$ cat src/rtl/display_scan_driver.sv
// rtl/display_scan_driver.sv - time-multiplexed 7-segment scan driver with a double-buffered frame load port
module display_scan_driver #(
  parameter int unsigned NUM_DIGITS   = 4,
  parameter int unsigned BLANK_CYCLES = 16,
  parameter int unsigned SHOW_CYCLES  = 50000,
  parameter logic [3:0]  BLANK_CODE   = 4'd15
) (
  input  logic                          clk,
  input  logic                          rst,
  input  logic                          enable,
  input  logic                          load_valid,
  output logic                          load_ready,
  input  logic [4*NUM_DIGITS-1:0]       load_data,
  output logic [3:0]                    char_sel,
  output logic [NUM_DIGITS-1:0]         an_n,
  output logic [$clog2(NUM_DIGITS)-1:0] digit_idx,
  output logic                          frame_done
);

  localparam int unsigned IDX_W   = $clog2(NUM_DIGITS);
  localparam int unsigned CNT_MAX = (BLANK_CYCLES > SHOW_CYCLES) ? BLANK_CYCLES : SHOW_CYCLES;
  localparam int unsigned CNT_W   = $clog2(CNT_MAX + 1);

  localparam logic [CNT_W-1:0] BLANK_LAST = CNT_W'(BLANK_CYCLES - 1);
  localparam logic [CNT_W-1:0] SHOW_LAST  = CNT_W'(SHOW_CYCLES - 1);
  localparam logic [IDX_W-1:0] IDX_LAST   = IDX_W'(NUM_DIGITS - 1);

  typedef enum logic [1:0] {
    ST_IDLE  = 2'd0,
    ST_BLANK = 2'd1,
    ST_SHOW  = 2'd2
  } state_t;

  state_t                         state_q, state_d;
  logic [CNT_W-1:0]               cnt_q, cnt_d;
  logic [IDX_W-1:0]               digit_idx_q, digit_idx_d;
  logic [NUM_DIGITS-1:0][3:0]     display_q, display_d;
  logic [NUM_DIGITS-1:0][3:0]     pending_q, pending_d;
  logic                           pending_valid_q, pending_valid_d;
  logic                           load_ready_q, load_ready_d;
  logic [3:0]                     char_sel_q, char_sel_d;
  logic [NUM_DIGITS-1:0]          an_n_q, an_n_d;
  logic                           frame_done_q, frame_done_d;
  logic                           load_fire;
  logic                           commit;

  // Next-state: scan sequencing, frame-boundary commit, load capture and registered output values
  always_comb begin
    state_d         = state_q;
    cnt_d           = cnt_q;
    digit_idx_d     = digit_idx_q;
    display_d       = display_q;
    pending_d       = pending_q;
    pending_valid_d = pending_valid_q;
    frame_done_d    = 1'b0;
    commit          = 1'b0;
    load_fire       = load_valid && load_ready_q;

    case (state_q)
      ST_IDLE: begin
        cnt_d       = '0;
        digit_idx_d = '0;
        if (enable) begin
          state_d = ST_BLANK;
        end
      end
      ST_BLANK: begin
        if (!enable) begin
          state_d     = ST_IDLE;
          cnt_d       = '0;
          digit_idx_d = '0;
        end else if (cnt_q == BLANK_LAST) begin
          state_d = ST_SHOW;
          cnt_d   = '0;
        end else begin
          cnt_d = cnt_q + CNT_W'(1);
        end
      end
      ST_SHOW: begin
        if (!enable) begin
          // Stopping never counts as a frame boundary, so pending stays put
          state_d     = ST_IDLE;
          cnt_d       = '0;
          digit_idx_d = '0;
        end else if (cnt_q == SHOW_LAST) begin
          state_d = ST_BLANK;
          cnt_d   = '0;
          if (digit_idx_q == IDX_LAST) begin
            digit_idx_d  = '0;
            frame_done_d = 1'b1;
            commit       = pending_valid_q;
          end else begin
            digit_idx_d = digit_idx_q + IDX_W'(1);
          end
        end else begin
          cnt_d = cnt_q + CNT_W'(1);
        end
      end
      default: begin
        state_d     = ST_IDLE;
        cnt_d       = '0;
        digit_idx_d = '0;
      end
    endcase

    if (commit) begin
      display_d       = pending_q;
      pending_valid_d = 1'b0;
    end

    // A commit and a load never coincide: pending is full whenever commit is set, so ready is low
    if (load_fire) begin
      if (state_q == ST_IDLE) begin
        display_d = load_data;
      end else begin
        pending_d       = load_data;
        pending_valid_d = 1'b1;
      end
    end

    // Ready reopens one cycle after the commit, not in the boundary cycle itself
    load_ready_d = !pending_valid_d && !commit;

    // Outputs follow the next state so they line up with it cycle for cycle
    char_sel_d = (state_d == ST_IDLE) ? BLANK_CODE : display_d[digit_idx_d];
    an_n_d     = '1;
    if (state_d == ST_SHOW) begin
      an_n_d[digit_idx_d] = 1'b0;
    end
  end

  // State and output registers with synchronous reset
  always_ff @(posedge clk) begin
    if (rst) begin
      state_q         <= ST_IDLE;
      cnt_q           <= '0;
      digit_idx_q     <= '0;
      display_q       <= {NUM_DIGITS{BLANK_CODE}};
      pending_q       <= '0;
      pending_valid_q <= 1'b0;
      load_ready_q    <= 1'b1;
      char_sel_q      <= BLANK_CODE;
      an_n_q          <= '1;
      frame_done_q    <= 1'b0;
    end else begin
      state_q         <= state_d;
      cnt_q           <= cnt_d;
      digit_idx_q     <= digit_idx_d;
      display_q       <= display_d;
      pending_q       <= pending_d;
      pending_valid_q <= pending_valid_d;
      load_ready_q    <= load_ready_d;
      char_sel_q      <= char_sel_d;
      an_n_q          <= an_n_d;
      frame_done_q    <= frame_done_d;
    end
  end

  assign load_ready = load_ready_q;
  assign char_sel   = char_sel_q;
  assign an_n       = an_n_q;
  assign digit_idx  = digit_idx_q;
  assign frame_done = frame_done_q;

endmodule
$ cat config.mk
export PLATFORM = sky130hd
export DESIGN_NAME = display_scan_driver
export DESIGN_NICKNAME = d
export VERILOG_FILES = /design/src/rtl/display_scan_driver.sv
export SDC_FILE = /design/constraint.sdc
export NUM_CORES = 1
export LEC_CHECK = 0
export CAP_MARGIN = 15
export CORE_MARGIN = 5
export CORE_UTILIZATION = 40
export DETAILED_ROUTE_END_ITERATION = 10
export DONT_BUFFER_PORTS = 1
export MAX_ROUTING_LAYER = met4
export PLACE_DENSITY = 0.58
export REMOVE_ABC_BUFFERS = 1
export SETUP_SLACK_MARGIN = 0.02
export SLEW_MARGIN = 20
export SYNTH_ARGS = -nofsm -noshare
export SYNTH_HDL_FRONTEND = slang
export SYNTH_SLANG_ARGS = --single-unit
$ cat constraint.sdc
create_clock -name clk -period 5.9 [get_ports clk]
set_input_delay 1.18 -clock clk [delete_from_list [all_inputs] [get_ports clk]]
set_output_delay 1.18 -clock clk [all_outputs]
set_load 0.05 [all_outputs]
Word level (Yosys, flattened, before mapping). Cells that the tools add are included. W data, S select, Z words.

Flip-flop bits (word level): 63. Logic and storage cells: 74.

Add/subtract/negate cells: 2. Magnitude comparators: 2. Eq/ne operators: 6. Muxes and demuxes: 31. Bitwise logic cells: 6. Reductions and logical operators: 11.

Operator list (number): $mux W16 (7); $pmux W16 S2 (1); $mux W2 (9); $add A16 B1 Y16 const B (1); $eq A16 B16 Y1 const B (1); $eq A16 B4 Y1 const B (1); $mux W1 (9); $bmux W4 S2 (1); $eq A2 B2 Y1 const B (3); $pmux W2 S3 (1); $not A1 Y1 (5); $logic_not A2 Y1 (2); $mux W4 (1); $not A4 Y4 (1); $pmux W2 S2 (1); $reduce_or A2 Y1 (2); $reduce_or A4 Y1 (1); $logic_and A1 B1 Y1 (3); $lt A2 B3 Y1 const B (1); $add A2 B1 Y2 const B (1); $demux W1 S2 (1); $eq A2 B1 Y1 const B (1); $ge A2 B1 Y1 const B (1); $logic_not A1 Y1 (2); $reduce_and A2 Y1 (1).

Longest topological paths before layout. Gate-level depths: netlist (run 1).

Depth after elaboration: 10. Gate-level depth with buffers: 10. Gate-level depth less buffers: 8.

Least setup slack after synthesis (run 1). Ideal clock, no wire load.

Path kind: register to register. Start point: reg cnt_q[4]. End point: reg an_n_q[3] (netlist: an_n[3]). Data arrival time: 2.545 ns. Slack: 3.228 ns. Cell stages (with the launch flop): 7. Cells stage by stage: dfxtp_1 > or4_1 > or4_4 > o21a_1 > a2111oi_4 > and3_1 > or3b_1.

Word-level cells in the longest chain between the ends: 9.

Ends and longest elaborated chain: from (decl) (RTL line 35) `logic [CNT_W-1:0] cnt_q, cnt_d;`; from (signal assigned) (RTL line 147) `cnt_q <= cnt_d;`; $eq A16 B16 Y1 (RTL line 85) `end else if (cnt_q == SHOW_LAST) begin`; $mux W2 (RTL line 85); $mux W2 (RTL line 80) `if (!enable) begin`; $pmux W2 S2 (RTL line 59) `case (state_q)`; $lt A2 B3 Y1 (not written as such) or $ge A2 B1 Y1 (tied branches) (RTL line 128) `an_n_d[digit_idx_d] = 1'b0;`; $logic_and A1 B1 Y1 (not written as such) (RTL line 128); $mux W1 (not written as such) (RTL line 128); $demux W1 S2 (RTL line 128); $not A4 Y4 (no source line); to (signal assigned) (RTL line 154) `an_n_q <= an_n_d;`; to (decl) (RTL line 42) `logic [NUM_DIGITS-1:0] an_n_q, an_n_d;`.

Parallel ways exist; a longest one is shown, timed or not. A chain may end at the register's enable or synchronous reset.

Final worst setup path (run 1).
Start point: reg cnt_q[4]. End point: reg char_sel_q[1] (netlist: char_sel[1]).

Word-level cells in the longest chain between the ends: 9.

Ends and longest elaborated chain: $eq A16 B16 Y1 (RTL line 85); $mux W1 (RTL line 85); $mux W1 (RTL line 80); $mux W1 (RTL line 59); $mux W16 (RTL line 106) `if (commit) begin`; $mux W16 (RTL line 113) `if (state_q == ST_IDLE) begin`; $mux W16 (RTL line 112) `if (load_fire) begin`; $bmux W4 S2 (RTL line 125) `char_sel_d = (state_d == ST_IDLE) ? BLANK_CODE : display_d[digit_idx_d];`; $mux W4 (not written as such) (RTL line 125); to (signal assigned) (RTL line 153) `char_sel_q <= char_sel_d;`; to (decl) (RTL line 41) `logic [3:0] char_sel_q, char_sel_d;`.

Parallel ways exist; a longest one is shown, timed or not. The select of a mux whose other input is x is not followed.

==> results of run 1 <==
## cells in the final DEF (no fill, tap or decap), drive strengths merged, types with 4 or more instances in the layout
master and instances:
nand3 9, and3 5, nand2b 17, xor2 7
dfxtp 63, clkbuf 11, nand4 7, mux2i 9
ha 6, nor2 27, xnor2 7, o22a 4
o22ai 17, inv 7, a21boi 16, a21oi 17
nand2 45, a31o 16
## metrics by stage
| stage | instance area (µm²) | hold WS [ps] | total power [mW] | utilization |
|---|---|---|---|---|
| after floorplan | 2765 | 413.2 | 0.5267 | - |
| after global placement | 2909 | 428.1 | 0.5429 | 0.4235 |
| after detailed placement | 2909 | 434.8 | 0.5447 | 0.4235 |
| after CTS | 3105 | 446.3 | 0.9186 | 0.4521 |
| after global routing | 3110 | 471.8 | 0.9481 | 0.4528 |
| final | 3110 | 442.6 | 0.9083 | 0.4528 |
## worst paths after layout
check           start     endpoint  cells past startpoint
max          cnt_q[4]  char_sel[1]                      7
min          cnt_q[0]     cnt_q[0]                      1
max reg2reg  cnt_q[4]  char_sel[1]                      7
min reg2reg  cnt_q[0]     cnt_q[0]                      1
## routing by layer
metal,GRT usage,wire length (µm),up-vias
li1,-,-,1123
met1,0.2168,3126,1032
met2,0.2080,2669,49
met3,0.04567,401,11
met4,0.07220,130,0
met5,-,0,-
## area by class of cell
class	instances	area, µm²	share of cell area
sequential	63	1261	0.4055
clock buffer	11	151.4	0.04867
tap	96	120.1	0.03862
timing repair buffer	2	15.01	0.004827
multi-input combinational	233	1491	0.4795
inverter	7	26.28	0.008447
clock inverter	4	45.04	0.01448
## registers in the layout, indices dropped and copies added, names as in the netlist
register,count
an_n,4
cnt_q,16
display_q,16
digit_idx,2
frame_done,1
char_sel,4
pending_q,16
load_ready,1
state_q,2
pending_valid_q,1
## power breakdown
group          internal [mW]  switching [mW]  leakage [nW]
clock network          0.214           0.159         0.105
logic                 0.0365          0.0435         0.460
registers              0.442          0.0138         0.512
total                  0.692           0.217          1.08
## cell families after synthesis
kind of cell / count (synthesis) / share of synthesized area
xor gates and xnor gates: 14 / 0.04313
AOI/OAI and AO/OA: 82 / 0.2099
and+or+nand+nor: 121 / 0.2047
DFF: 63 / 0.4437
adders and majority gates: 6 / 0.02641
buffers and inverters: 27 / 0.03654
muxes: 10 / 0.03565
==> impl_metrics.csv, run 1 <==
group,metric,value,unit
outcome,status,"completed",
setup_path,max_stage_delay,690,ps
timing,rsz0062_at_grt,"no",
floorplan,initial_utilization,0.4138,
logic_synthesis,yosysMostFrequentCell,"dfxtp_1",
timing,fmax,0.3405,GHz
power,power.density,292.0,nW/µm²
floorplan,ios,32,
global_routing,grt_antenna_before_repair,0,
setup_path,path_cells,"or4_1 -> nor4_2 -> buf_4 -> mux2i_1 -> o22ai_1 -> mux2i_1 -> o22a_1",
clock_tree,cts_hold_buf,0,
logic_synthesis,avgSynthCellArea,8.801,µm²
logic_synthesis,synth_common_cells,"63 x dfxtp_1, 45 x nand2_1, 27 x nor2_1",
logic_synthesis,synth_area,2843,µm²
global_routing,grt_pass1_vias,1963,
setup_path,worstPathRequired,6130,ps
clock_tree,insertion_delay,340,ps
placed_design,dp_cells,401,
setup_path,cp_slowest_cell,"o22ai_1",
global_routing,grt_max_degree,40,
min_path,hold_class,"reg -> reg",
clock_tree,h-tree-depth,3,
setup_path,critPathTopFamily,"compound AO/OA/AOI/OAI gates",
global_routing,grt.total_usage,0.1568,
floorplan,die_w,94.30,µm
detailed_routing,postRouteAntennaNets,0,
floorplan,rows,30,
clock_tree,cts.sinks,63,
detailed_routing,wire_per_inst,15.21,µm
setup_path,r2r_slack,2960,ps
detailed_routing,drtIter0Drc,162,
placed_design,dp_hpwl,4065,µm
clock_tree,cts_buffers,9,
setup_path,critPathLaunchType,"flop",
logic_synthesis,synth_edf_count,0,
logic_synthesis,syn-instance-count,323,
setup_path,crit_fanout,38,
timing,worst_clock_skew,11.37,ps
final_layout,num-fill-cells,672,
detailed_routing,viasPerCell,5.325,
timing,setup_viol,0,
timing,worst_pin_slew,833.2,ps
detailed_routing,drtPass1Iterations,4,
final_layout,antenna_cells,0,
timing,period_share,0.4978,
clock_tree,clockBufferDepth,2,
logic_synthesis,ys_ff_latch,63,
detailed_routing,drcViolationCount,0,
timing,slew_violations,0,
logic_synthesis,ys.flop_type,"dfxtp_1",
global_routing,overflow,0,
setup_path,path_common_cell,"mux2i_1",
clock_tree,clk_transition_reported_paths,70,ps
floorplan,dieHeight,94.30,µm
job,drv_cap,0,
setup_path,crit_type,"reg -> reg",
power,ir_drop,0.0001149,V
logic_synthesis,ys_seq_area_frac,0.4437,
clock_tree,root_buffer,"clkbuf_8",
setup_path,worstPathArrival,3160,ps
global_routing,grt_pass1_wl,10470,µm
final_layout,synthToLayoutAreaGrowth,9.419,%
final_layout,fin_nets,342,
placed_design,gp_congestion,0.7822,
timing,period_minus_slack,2937,ps
detailed_routing,num_vias,2215,
timing,fin_setup_tns,0,ps
logic_synthesis,netlist.area_leader.share,0.4437,
power,leakage,1.077,nW
setup_path,end_kind,"flop",
floorplan,coreArea,6869,µm²
final_layout,layout-drive-gt1-share,0.1219,
logic_synthesis,synth_area_leaders,"dfxtp_1 44%, nand2_1 5.9%, a31o_2 4.9%, a21boi_0 4.2%, nand2b_1 3.7%",
logic_synthesis,yosysWarnings,0,
clock_tree,cts-resized-gates,0,
placed_design,dp_slack,2822,ps
clock_tree,postCtsSetupRepairBufs,0,
logic_synthesis,yosysTopAreaCell,"dfxtp_1",
clock_tree,cts_tree,"yes",
logic_synthesis,synthArstFlopShare,0,
timing,postLayoutSetupSlackWorst,2963,ps
placed_design,portBuffers,0,
setup_path,critPathBufInv,1,
final_layout,layout.cells.non_filler,416,
logic_synthesis,ys_types,42,
timing,hold_viol,0,
detailed_routing,wl,6328,µm
floorplan,die_area,8892,µm²
timing,timing.slew.headroom,0.4445,
(Power assumes the default switching activity.)
==> inputs of run 2 (changes only) <==
Settings changed: PLACE_DENSITY 0.58 to 0.6.
Clock period 5.9 ns to 2.62 ns, I/O delays scaled along.
==> run 2 against run 1 <==
Compared with the run above: fmax is 11% higher; largest power group unchanged; first-iteration DRC count is 44% lower; design area is 8.8% higher; critical endpoint is now char_sel[3]; setup slack worse by 3000 ps; sequential power is 120% higher; combinational power is 140% higher; sequential cell count stayed put; critical path depth is 1 higher; the flow now finishes with violations (negative setup slack).
==> impl_metrics.csv, run 2 (synthesis results as in run 1) <==
group,metric,value,unit
outcome,status,"finished, violations left",
outcome,violations,"negative setup slack",
setup_path,end_kind,"flop",
placed_design,dpl_cell_area,3089,µm²
final_layout,final_common_cell,"dfxtp_1",
min_path,hold_class,"in -> reg",
power,ir_drop,0.0002421,V
setup_path,path_cells,"or4_4 -> or4_4 -> o21a_1 -> a2111oi_4 -> buf_4 -> o211ai_1 -> buf_4 -> o22a_1",
power,leakage,1.232,nW
setup_path,crit_fanout,4,
global_routing,grt_pass1_vias,2295,
clock_tree,cts_tree,"yes",
placed_design,dp_hpwl,4557,µm
detailed_routing,drcViolationCount,0,
timing,slew_violations,0,
timing,postLayoutSetupSlackWorst,-22.23,ps
final_layout,largest_registers,"cnt_q x16, display_q x16, pending_q x16",
setup_path,worstPathRequired,2870,ps
detailed_routing,drtIter0Drc,90,
detailed_routing,postRouteAntennaNets,0,
clock_tree,h-tree-depth,3,
global_routing,grt_max_degree,40,
global_routing,grt.total_usage,0.1703,
timing,fmax,0.3785,GHz
clock_tree,clk_transition_reported_paths,80,ps
setup_path,critPathTopFamily,"simple AND/OR/NAND/NOR gates",
clock_tree,clockBufferDepth,2,
timing,timing.slew.headroom,0.5657,
setup_path,critPathLaunchType,"flop",
detailed_routing,viasPerCell,5.257,
timing,worst_clock_skew,9.362,ps
floorplan,ios,32,
timing,period_minus_slack,2642,ps
clock_tree,insertion_delay,350,ps
final_layout,fin_nets,369,
clock_tree,cts_hold_buf,0,
floorplan,die_area,8892,µm²
timing,whs,231.6,ps
timing,hold_viol,0,
clock_tree,cts.sinks,63,
floorplan,die_w,94.30,µm
floorplan,rows,30,
detailed_routing,wire_per_inst,15.37,µm
clock_tree,cts_buffers,9,
final_layout,layout-drive-gt1-share,0.2155,
setup_path,cp_slowest_cell,"or4_4",
final_layout,num-fill-cells,654,
timing,period_share,1.008,
setup_path,max_stage_delay,550,ps
job,drv_cap,0,
final_layout,stdcell_area,3386,µm²
timing,worst_pin_slew,651.4,ps
detailed_routing,num_vias,2334,
final_layout,layout_common_cells,"62 x dfxtp_1, 45 x nand2_1, 28 x buf_4",
power,power.density,635.0,nW/µm²
setup_path,crit_type,"reg -> reg",
final_layout,synthToLayoutAreaGrowth,19.10,%
setup_path,worstPathArrival,2890,ps
detailed_routing,wl,6823,µm
placed_design,gp_congestion,0.8187,
final_layout,antenna_cells,0,
detailed_routing,drtPass1Iterations,4,
global_routing,overflow,0,
floorplan,dieHeight,94.30,µm
final_layout,post-route-util,0.4929,
timing,rsz0062_at_grt,"yes",
floorplan,initial_utilization,0.4138,
placed_design,portBuffers,0,
setup_path,critPathBufInv,2,
global_routing,grt_pass1_wl,11420,µm
global_routing,grt_antenna_before_repair,0,
floorplan,coreArea,6869,µm²
timing,setup_viol,3,
clock_tree,root_buffer,"clkbuf_8",
==> run 2: path summary, 6_finish.rpt <==
kind	startpoint	end	slack (ps)	cells past startpoint
setup / recovery	cnt_q[8]	char_sel[3]	-20	8
hold / removal	rst	pending_q[11]	230	1
setup reg to reg	cnt_q[8]	char_sel[3]	-20	8
hold reg to reg	cnt_q[0]	cnt_q[0]	450	1
==> run 2: where the power goes <==
group          internal (mW)  total (mW)  switching [mW]
clock network          0.536       0.933           0.397
logic                 0.0897       0.196           0.107
registers              0.994        1.02          0.0273
total                   1.62        2.15           0.530
==> run 2: final cells by class <==
class                   count  area (µm²)  area share
repair buffers             29       221.5     0.06541
clock buffers               9       123.9     0.03659
flip-flops and latches     63        1262      0.3729
clock inverters             7       97.59     0.02882
multi-input cells         233        1534      0.4531
well taps                  96       120.1     0.03548
inverters                   7       26.28    0.007761
==> run 2: metal layers <==
| metal | GRT usage | part of all wire | up-vias |
|---|---|---|---|
| met1 | 0.2111 | 0.46 | 1097 |
| met2 | 0.2524 | 0.46 | 43 |
| met5 | - | 0 | - |
| met4 | 0.09266 | 0.024 | 0 |
| met3 | 0.04407 | 0.050 | 16 |
| li1 | - | - | 1178 |
==> run 2: stage by stage <==
stage | total power [mW] | setup slack, ps | cells | setup TNS (ps)
detailed placement | 1.233 | -85.84 | 425 | -287.9
global placement | 1.231 | -14.36 | 425 | -40.94
global route | 2.240 | -130.0 | 444 | -520.4
CTS | 2.166 | -2.012 | 444 | -2.012
finish | 2.150 | -22.23 | 444 | -51.66
floorplan | 1.186 | -2078 | 303 | -75650
==> run 2: repair_timing <==
| action | 4_1_cts | 5_1_grt |
|---|---|---|
| resized for setup | 5 | 5 |
| setup buffers | 3 | 0 |
| setup endpoints to repair | 5 | 9 |
| pin swaps | 7 | 3 |
==> inputs of run 3 (changes only) <==
Settings changed: REMOVE_ABC_BUFFERS 1 to unset.
==> run 3 against run 2 <==
Compared with the run above: fmax is 1.5% lower; first-iteration DRC count is 49% higher; the run ends with design-rule violations, negative setup slack left; global-route usage is 0.64 points lower; clock power is 6.0% lower; sequential cell count stayed put; non-clock buffer count is 3 lower.
==> impl_metrics.csv, run 3 (synthesis results as in run 1) <==
group,metric,value,unit
clock_tree,cts_tree,"yes",
timing,hold_viol,0,
logic_synthesis,syn-num-nets,349,
clock_tree,cts_buffers,9,
setup_path,r2r_slack,-60,ps
power,power_frac_comb,0.096,
setup_path,worstPathArrival,2890,ps
setup_path,r2r-start,"cnt_q[14]",
floorplan,initial_utilization,0.4138,
final_layout,stdcell_area,3322,µm²
placed_design,dp_hpwl,4642,µm
power,design_power_total,2.098,mW
final_layout,layout-drive-gt1-share,0.2029,
job,drv_cap,0,
power,p_clk_frac,0.418,
global_routing,grt_antenna_before_repair,0,
setup_path,crit_fanout,3,
setup_path,max_stage_delay,560,ps
detailed_routing,drcViolationCount,2,
floorplan,die_w,94.30,µm
min_path,whs_path_depth,1,
min_path,hp-start,"rst",
clock_tree,insertion_delay,330,ps
clock_tree,clk_transition_reported_paths,70,ps
setup_path,worstPathRequired,2830,ps
setup_path,critPathLaunchType,"flop",
min_path,min_to,"digit_idx[1]",
power,p_int,1.576,mW
floorplan,rows,30,
detailed_routing,postRouteAntennaNets,0,
setup_path,cp_slowest_cell,"or4_4",
setup_path,crit_type,"reg -> reg",
clock_tree,cts_hold_buf,0,
timing,fmax,0.3727,GHz
clock_tree,h-tree-depth,3,
timing,timing.slew.headroom,0.5482,
timing,worst_clock_skew,8.370,ps
outcome,violations,"design-rule violations, negative setup slack",
placed_design,gp_congestion,0.8233,
setup_path,critPathTopFamily,"simple AND/OR/NAND/NOR gates",
placed_design,dpl_cell_area,3080,µm²
global_routing,grt_pass1_wl,11030,µm
clock_tree,clockBufferDepth,2,
final_layout,fin_nets,366,
final_layout,num-fill-cells,649,
detailed_routing,drtIter0Drc,134,
timing,worst_pin_slew,677.7,ps
setup_path,end_kind,"flop",
power,leakage,1.208,nW
setup_path,path_cells,"or4_1 -> or4_4 -> o21a_1 -> a2111oi_4 -> and3_4 -> or3b_1",
floorplan,die_area,8892,µm²
timing,fin_setup_tns,-62.92,ps
global_routing,overflow,0,
timing,slew_violations,0,
final_layout,antenna_cells,0,
floorplan,dieHeight,94.30,µm
detailed_routing,viasPerCell,5.215,
timing,period_minus_slack,2683,ps
final_layout,post-route-util,0.4836,
detailed_routing,wire_per_inst,15.41,µm
timing,whs,264.4,ps
outcome,status,"finished, violations left",
placed_design,portBuffers,0,
detailed_routing,drtPass1Iterations,7,
setup_path,r2r.worst_path.cells,6,
clock_tree,cts.sinks,63,
global_routing,grt.total_usage,0.1639,
final_layout,layout_common_cells,"61 x dfxtp_1, 45 x nand2_1, 26 x nor2_1, 26 x buf_4",
global_routing,grt_pass1_vias,2162,
final_layout,synthToLayoutAreaGrowth,16.86,%
detailed_routing,num_vias,2300,
floorplan,ios,32,
setup_path,r2r-end,"an_n[3]",
power,p_seq_frac,0.486,
power,swShare,0.2487,
timing,postLayoutSetupSlackWorst,-62.92,ps
timing,setup_viol,1,
final_layout,largest_registers,"cnt_q x16, display_q x16, pending_q x16",
power,power.density,631.6,nW/µm²
min_path,hold_class,"in -> reg",
timing,rsz0062_at_grt,"yes",
setup_path,critPathBufInv,0,
setup_path,path_depth,6,
power,ir_drop,0.0002850,V
timing,period_share,1.024,
clock_tree,root_buffer,"clkbuf_8",
detailed_routing,wl,6796,µm
final_layout,final_common_cell,"dfxtp_1",
floorplan,coreArea,6869,µm²
global_routing,grt_max_degree,40,
power,switchingPower,521.9,µW
-- run 3: worst max-delay path by stage --
stage	start	endpoint	slack, ps
after CTS	cnt_q[14]	an_n[3]	-50
final	cnt_q[14]	an_n[3]	-60
after floorplan	cnt_q[8]	an_n[3]	30
after detailed placement	cnt_q[8]	an_n[3]	-30
after global placement	cnt_q[8]	an_n[3]	-9
after global routing	cnt_q[14]	an_n[3]	-140
-- run 3: per-stage QoR --
stage	cells	setup slack [ps]
2_1_floorplan	323	26.21
3_3_place_gp	423	-9.272
3_5_place_dp	423	-32.11
4_1_cts	439	-47.39
5_1_grt	441	-137.6
6_report	441	-62.92
-- run 3: area by class of cell --
cell class / count / area, µm² / area share
inverter: 7 / 26.28 / 0.007910
multi-input combinational: 233 / 1509 / 0.4542
clock buffer: 11 / 151.4 / 0.04557
clock inverter: 5 / 56.30 / 0.01695
sequential: 63 / 1264 / 0.3804
timing repair buffer: 26 / 195.2 / 0.05876
tap: 96 / 120.1 / 0.03616
-- run 3: per-layer routing --
metal / routed length (µm) / GRT usage / vias to the layer above / part of all wire
li1: - / - / 1170 / -
met1: 3160 / 0.2174 / 1062 / 0.46
met5: 0 / - / - / 0
met3: 447 / 0.04247 / 8 / 0.066
met4: 99 / 0.07100 / 0 / 0.015
met2: 3088 / 0.2346 / 60 / 0.45
-- run 3: timing repair --
action | in CTS | in global routing
setup buffers | 0 | 2
pin swaps | 1 | 3
setup endpoints to repair | 4 | 9
resized for setup | 0 | 4
-- run 3: power by group through the flow --
stage,sequential (mW),combinational (mW),clock [mW]
finish,1.02,0.201,0.877
global route,1.02,0.225,0.930
CTS,1.02,0.196,0.892
detailed placement,1.04,0.195,0
global placement,1.04,0.193,0
floorplan,1.04,0.155,0
